<file path="src/rtl/rom_port_arbiter.sv">
// Shares one single-port ROM between the fetch port and the load/store port.
// Round-robin on ties; every access costs a grant cycle and a response cycle.
module rom_port_arbiter #(
    parameter logic [31:0] BASE_ADDR  = 32'h0800_0000,
    parameter logic [31:0] SIZE_BYTES = 32'h0010_0000
) (
    input  logic        clock,
    input  logic        reset,
    input  logic        if_req_valid,
    output logic        if_req_ready,
    input  logic [31:0] if_req_addr,
    output logic        if_resp_valid,
    output logic [31:0] if_resp_data,
    output logic        if_resp_error,
    input  logic        d_req_valid,
    output logic        d_req_ready,
    input  logic [31:0] d_req_addr,
    input  logic        d_req_write,
    input  logic [31:0] d_req_wdata,
    output logic        d_resp_valid,
    output logic [31:0] d_resp_data,
    output logic        d_resp_error,
    output logic        rom_write_enable,
    output logic [31:0] rom_address,
    output logic [31:0] rom_data_in,
    input  logic [31:0] rom_data_out
);

    typedef enum logic {IDLE, BUSY} state_e;

    localparam logic PORT_IF = 1'b0;
    localparam logic PORT_D  = 1'b1;

    // One past the last window byte, widened so the top of memory cannot wrap
    localparam logic [32:0] WIN_END = {1'b0, BASE_ADDR} + {1'b0, SIZE_BYTES};

    state_e      state_q, state_d;
    logic        last_q, last_d;
    logic        port_q, port_d;
    logic [31:0] addr_q, addr_d;
    logic [31:0] wdata_q, wdata_d;
    logic        write_q, write_d;
    logic        err_q, err_d;

    logic        win;
    logic [31:0] w_addr;
    logic [31:0] w_wdata;
    logic        w_write;
    logic        w_err;

    assign win = (if_req_valid && d_req_valid) ? (last_q == PORT_D ? PORT_IF : PORT_D)
                                               : (d_req_valid ? PORT_D : PORT_IF);
    assign w_addr  = (win == PORT_D) ? d_req_addr : if_req_addr;
    assign w_wdata = (win == PORT_D) ? d_req_wdata : 32'h0;
    assign w_write = (win == PORT_D) && d_req_write;
    assign w_err   = (w_addr[1:0] != 2'b00) || (w_addr < BASE_ADDR)
                  || ({1'b0, w_addr} >= WIN_END);

    always_ff @(posedge clock) begin
        if (reset) begin
            state_q <= IDLE;
            last_q  <= PORT_D;
            port_q  <= PORT_IF;
            addr_q  <= '0;
            wdata_q <= '0;
            write_q <= 1'b0;
            err_q   <= 1'b0;
        end else begin
            state_q <= state_d;
            last_q  <= last_d;
            port_q  <= port_d;
            addr_q  <= addr_d;
            wdata_q <= wdata_d;
            write_q <= write_d;
            err_q   <= err_d;
        end
    end

    always_comb begin
        state_d          = state_q;
        last_d           = last_q;
        port_d           = port_q;
        addr_d           = addr_q;
        wdata_d          = wdata_q;
        write_d          = write_q;
        err_d            = err_q;
        if_req_ready     = 1'b0;
        d_req_ready      = 1'b0;
        if_resp_valid    = 1'b0;
        if_resp_data     = 32'h0;
        if_resp_error    = 1'b0;
        d_resp_valid     = 1'b0;
        d_resp_data      = 32'h0;
        d_resp_error     = 1'b0;
        rom_write_enable = 1'b0;
        rom_address      = addr_q;
        rom_data_in      = wdata_q;

        unique case (state_q)
            IDLE: begin
                if (!reset && (if_req_valid || d_req_valid)) begin
                    if_req_ready     = (win == PORT_IF);
                    d_req_ready      = (win == PORT_D);
                    rom_address      = w_addr;
                    rom_data_in      = w_wdata;
                    rom_write_enable = w_write && !w_err;
                    last_d           = win;
                    port_d           = win;
                    addr_d           = w_addr;
                    wdata_d          = w_wdata;
                    write_d          = w_write;
                    err_d            = w_err;
                    state_d          = BUSY;
                end
            end
            BUSY: begin
                state_d = IDLE;
                // A reset landing here swallows the pending response
                if (!reset) begin
                    if (port_q == PORT_IF) begin
                        if_resp_valid = 1'b1;
                        if_resp_error = err_q;
                        if_resp_data  = err_q ? 32'h0 : rom_data_out;
                    end else begin
                        d_resp_valid = 1'b1;
                        d_resp_error = err_q;
                        d_resp_data  = (err_q || write_q) ? 32'h0 : rom_data_out;
                    end
                end
            end
        endcase
    end

endmodule
</file>
<file path="config.mk">
export PLATFORM = sky130hd
export DESIGN_NAME = rom_port_arbiter
export DESIGN_NICKNAME = d
export VERILOG_FILES = /design/src/rtl/rom_port_arbiter.sv
export SDC_FILE = /design/constraint.sdc
export NUM_CORES = 1
export LEC_CHECK = 0
export BUFFER_PORTS_ARGS = -buffer_cell sky130_fd_sc_hd__buf_2
export CELL_PAD_IN_SITES_DETAIL_PLACEMENT = 0
export CELL_PAD_IN_SITES_GLOBAL_PLACEMENT = 1
export CORE_ASPECT_RATIO = 0.7
export CORE_MARGIN = 8
export CORE_UTILIZATION = 30
export DETAILED_ROUTE_END_ITERATION = 6
export PLACE_DENSITY = 0.95
export SYNTH_ARGS = -nofsm -noshare
export SYNTH_HDL_FRONTEND = slang
export SYNTH_SLANG_ARGS = --single-unit
</file>
<file path="constraint.sdc">
create_clock -name clock -period 2.25 [get_ports clock]
set_input_delay 0.225 -clock clock [delete_from_list [all_inputs] [get_ports clock]]
set_output_delay 0.225 -clock clock [all_outputs]
set_load 0.01 [all_outputs]
</file>
# After elaboration in Yosys (flattened, before gate mapping)
# Index checks and enable logic that the tools add are counted.
# Widths: inputs -> output; s select.
totals:
  in_bits: 133
  regBits: 69
classes:
  muxes: 37
  order_cmp: 2
  bitwise_logic: 2
  reduce_logical: 12
op_table:
  columns: ["cell", "n"]
  rows:
  - ["$mux 32", 14]
  - ["$ge 32x28->1 const B", 1]
  - ["$lt 32x28->1 const B", 1]
  - ["$mux 1", 22]
  - ["$logic_and 1x1->1", 4]
  - ["$logic_or 1x1->1", 4]
  - ["$logic_not 1->1", 2]
  - ["$not 1->1", 2]
  - ["$pmux 1 s2", 1]
  - ["$reduce_and 2->1", 1]
  - ["$reduce_bool 2->1", 1]

# Logic depth before layout (Yosys ltp)
logic_depth:
  word_depth: 10
  mapped_depth: 7
  depth_no_buf: 5

# Least setup slack after synthesis
# OpenSTA, ideal clock, no wires.
synth_timing:
  path_type: "register to output"
  startpoint: "register state_q"
  endpoint: "output if_resp_data[10]"
  path_stages_with_launch: 5
  arrival_ns: 1.442
  setup_slack_ns: 0.583
  path_buffers: 1
  required_ns: 2.025
  cell_sequence: "dfxtp_1 nor3b_1 nor2b_1 clkbuf_1 and2_1"
synth_between:
  elab_chain_len: 1
synth_lines:
  columns: ["element", "line_no", "rtl"]
  rows:
  - ["start, declared", "37", "state_e state_q, state_d;"]
  - ["start signal, assigned", "69", "state_q <= state_d;"]
  - ["$mux 32", "99", "unique case (state_q)"]
  - ["end, declared", "13", "output logic [31:0] if_resp_data,"]
# Every way passes these cells.

# Worst setup path after layout
# Ends and elaborated chain as after synthesis.

==> metrics.log <==
[metrics] count of final max-slew check failures: 0
[metrics] total I/O pin count: roughly 270
[metrics] Clock Root Buffer: clkbuf_16
[metrics] Post CTS Setup Buffer Count: 0
[metrics] largest cells by area after synthesis: dfxtp_1 37%, and2_1 11%, mux2i_1 9.0%
[metrics] number of fill cells: approximately 1300
[metrics] sequential share of the synthesized area: 37.4%
[metrics] share of synthesized cell area in full adder, half adder and majority cells: 0%
[metrics] Peak VDD IR: 0.000348 V
[metrics] area leader, netlist: dfxtp_1
[metrics] Congestion Overflow GR: 0
[metrics] delay of the slowest critical-path stage: 0.43 ns
[metrics] time the final worst path needs with I/O delays and setup: 2.10 ns
[metrics] half-perimeter wire length after detailed placement: 10500 um
[metrics] number of buffers on the longest clock path: 2
[metrics] number of buffers inserted during clock tree synthesis: 9
[metrics] Net count, final: 815
[metrics] count of cell types in the netlist: 30
[metrics] Final Wtd Congestion: around 0.84
[metrics] WS Path Type: reg -> out
[metrics] average detailed-routed wire length per instance: roughly 16 um
[metrics] setup tns final: 0 ns
[metrics] count of state elements after synthesis: just under 70
[metrics] worst clock skew: 0.00494 ns
[metrics] slowest cell on the critical path: dfxtp_1
[metrics] synthesized netlist cell count: 433
[metrics] area fraction in compound gates after synthesis: 25.9%
[metrics] critical path cell sequence: nor3b_1, nor2b_1, buf_4, and2_1, buf_2
[metrics] critical path's top delay family: simple AND/OR/NAND/NOR gates
[metrics] number of buffers inserted for hold repair after clock tree synthesis: 0
[metrics] Detail Route Antenna Nets: 0
[metrics] CORE AREA: 12200 sq um
[metrics] via count of the routed design: 4052
[metrics] most frequent cells after synthesis: 69 x dfxtp_1, 68 x nor2_1, 66 x and2_1, 33 x a21oi_1, 33 x mux2i_1
[metrics] share of the cycle needed by the critical path after routing: 93.2%
[metrics] xor and xnor area share after synthesis: 0%
[metrics] worst slew margin relative to its limit: 44.5%
[metrics] dominant combinational cell family by area after synthesis: compound AO/OA/AOI/OAI gates
[metrics] endpoint arrival time on the critical path: 1.87 ns
[metrics] count of yosys warnings during synthesis: 0
[metrics] clock tree from TritonCTS: done
[metrics] number of enable flip-flop cells after synthesis: 0
[metrics] initial DRC count: 205
[metrics] required time reported for the critical path endpoint: between 2 and 2.5 ns
[metrics] crit-path max FO: 28
[metrics] main flop type after synthesis: dfxtp_1
[metrics] largest net degree at the start of global routing: 50
[metrics] dominant cell by count in the synthesized netlist: dfxtp_1
[metrics] number of max-cap violations: 0
[metrics] Die ar.: roughly 16000 sq um
[metrics] RSZ-0062 raised after global routing: no
[metrics] post-synthesis mux area share: 8.95%
[metrics] power density over cell area: 629 nW/um^2
[metrics] Die Y: about 110 um
[metrics] GRT Resource Usage Total: between 10% and 20%
[metrics] crit start category: flop
[metrics] transition at the pin with the smallest max-transition slack: around 0.83 ns
[metrics] standard-cell row count: 34
[metrics] floorplan die width: 149 um
[metrics] number of endpoints with negative hold slack in the final report: 0
[metrics] synthesized netlist net count: 566
[metrics] relative area change from synthesis to final layout: 47.9%
[metrics] worst min-delay path category: in -> reg
[metrics] fraction of the mapped netlist area in simple logic gates: 21.9%
[metrics] CP endpoint kind: output port
[metrics] area fraction of the dominant cell type after synthesis: 37.4%
[metrics] number of remaining DRC errors: 0
[metrics] register clock-pin slew on the reported worst setup and hold paths: 0.05 ns
[metrics] number of buffers and inverters on the critical path: 2
[metrics] total of cells resized after clock tree synthesis: 0
[metrics] per-cell via count in the routed design: 4.77
[metrics] initial antenna violation count: 0
[metrics] ratio of cells with drive above 1 in the final layout: 43.7%
[metrics] port buffer count: 267
[metrics] outcome: finished clean
[metrics] total wire length after detailed routing: ~13000 um
[metrics] length of the first detailed-routing pass in iterations: 4
[metrics] average cell area after synthesis: 8.52 sq um
[metrics] clk sinks: 69
[metrics] initial core utilization: 30.2%
[metrics] Max Freq: ~480 MHz
[metrics] clock latency on the worst-skew pair: approximately 0.32 ns
[metrics] post-synthesis async set-or-reset flop share: 0%
[metrics] Final Util: 44.7%
[metrics] number of H-tree levels: 3
[metrics] first-pass GRT wire length: roughly 20000 um
[metrics] number of global-route vias before repair: approximately 3800
[metrics] leak pwr: 2.77 nW
[metrics] count of final setup violators: 0
[metrics] Netlist Area Pre-Place: 3690 sq um
worst register-to-register path: stages (launching register included):
cell and delay (ns):
dfxtp_1 0.36, or3_1 0.42, inv_2 0.13, buf_12 0.22
nor2_1 0.09, a211oi_1 0.22
final cells by class:
class	count	area, sq um	share of cell area [%]
diodes	1	2.50	0.0458
clock buffers	11	253	4.63
clock inverters	5	33.8	0.619
inverters	1	3.75	0.0688
multi-input cells	322	2120	38.8
flip-flops and latches	69	1380	25.3
well taps	162	203	3.71
repair buffers	279	1460	26.8
cell families after synthesis:
group / count (synthesis)
AO/OA/AOI/OAI: 133
buffers and inverters: 42
flip-flops: 69
multiplexers: 33
AND/OR/NAND/NOR: 156
state kept, by name, summed over array words and instances (netlist names):
| register | flops |
|---|---|
| port_q | 1 |
| last_q | 1 |
| state_q | 1 |
| write_q | 1 |
| addr_q | 32 |
| wdata_q | 32 |
| err_q | 1 |
layout by cell type (no fill, tap or decap), drive strengths merged, types with 2 or more instances in the layout:
master    Yosys  final
buf          21    279
dfxtp        69     69
nor2         68     68
and2         66     66
mux2i        33     33
a21oi        33     33
a22o         32     32
a22oi        32     32
a211oi       31     31
clkbuf       20     11
nand2         6      6
nor4          4      4
nor3b         3      3
nand2b        2      2
nor2b         2      2
nor4b         2      2
clkinv        0      2
clkinvlp      0      2
inv           1      2
metal layers:
metal | part of all wire [%] | global-route usage (%)
met1 | 42 | 18.1
met2 | 46 | 25.3
met3 | 10 | 5.35
met4 | 1.3 | 5.15
met5 | 0 | 0
power breakdown:
part	internal (mW)	leakage [nW]	switching [mW]	total (mW)
registers	1.29	0.565	0.0272	1.32
clock network	0.805	0.138	0.524	1.33
logic	0.342	2.07	0.439	0.781
final timing paths:
check / start / to / slack, ns / cells past startpoint
worst max-delay path: state_q / if_resp_data[10] / 0.15 / 5
worst max register to register: state_q / addr_q[16] / 0.72 / 5
worst min register to register: write_q / write_q / 0.45 / 2
worst min-delay path: d_req_write / write_q / 0.12 / 3
stage by stage:
stage / cells / instance area (sq um) / hold slack [ns] / setup slack (ns) / power, mW
after global placement: 833 / 5170 / 0.445 / 0.496 / 2.13
after CTS: 849 / 5460 / 0.102 / 0.137 / 3.49
after detailed placement: 833 / 5170 / 0.448 / 0.490 / 2.13
after global routing: 849 / 5460 / 0.132 / 0.00847 / 3.60
after floorplan: 433 / 3690 / 0.342 / 0.583 / 1.78
final: 850 / 5460 / 0.125 / 0.152 / 3.43
(Power assumes the default switching activity.)
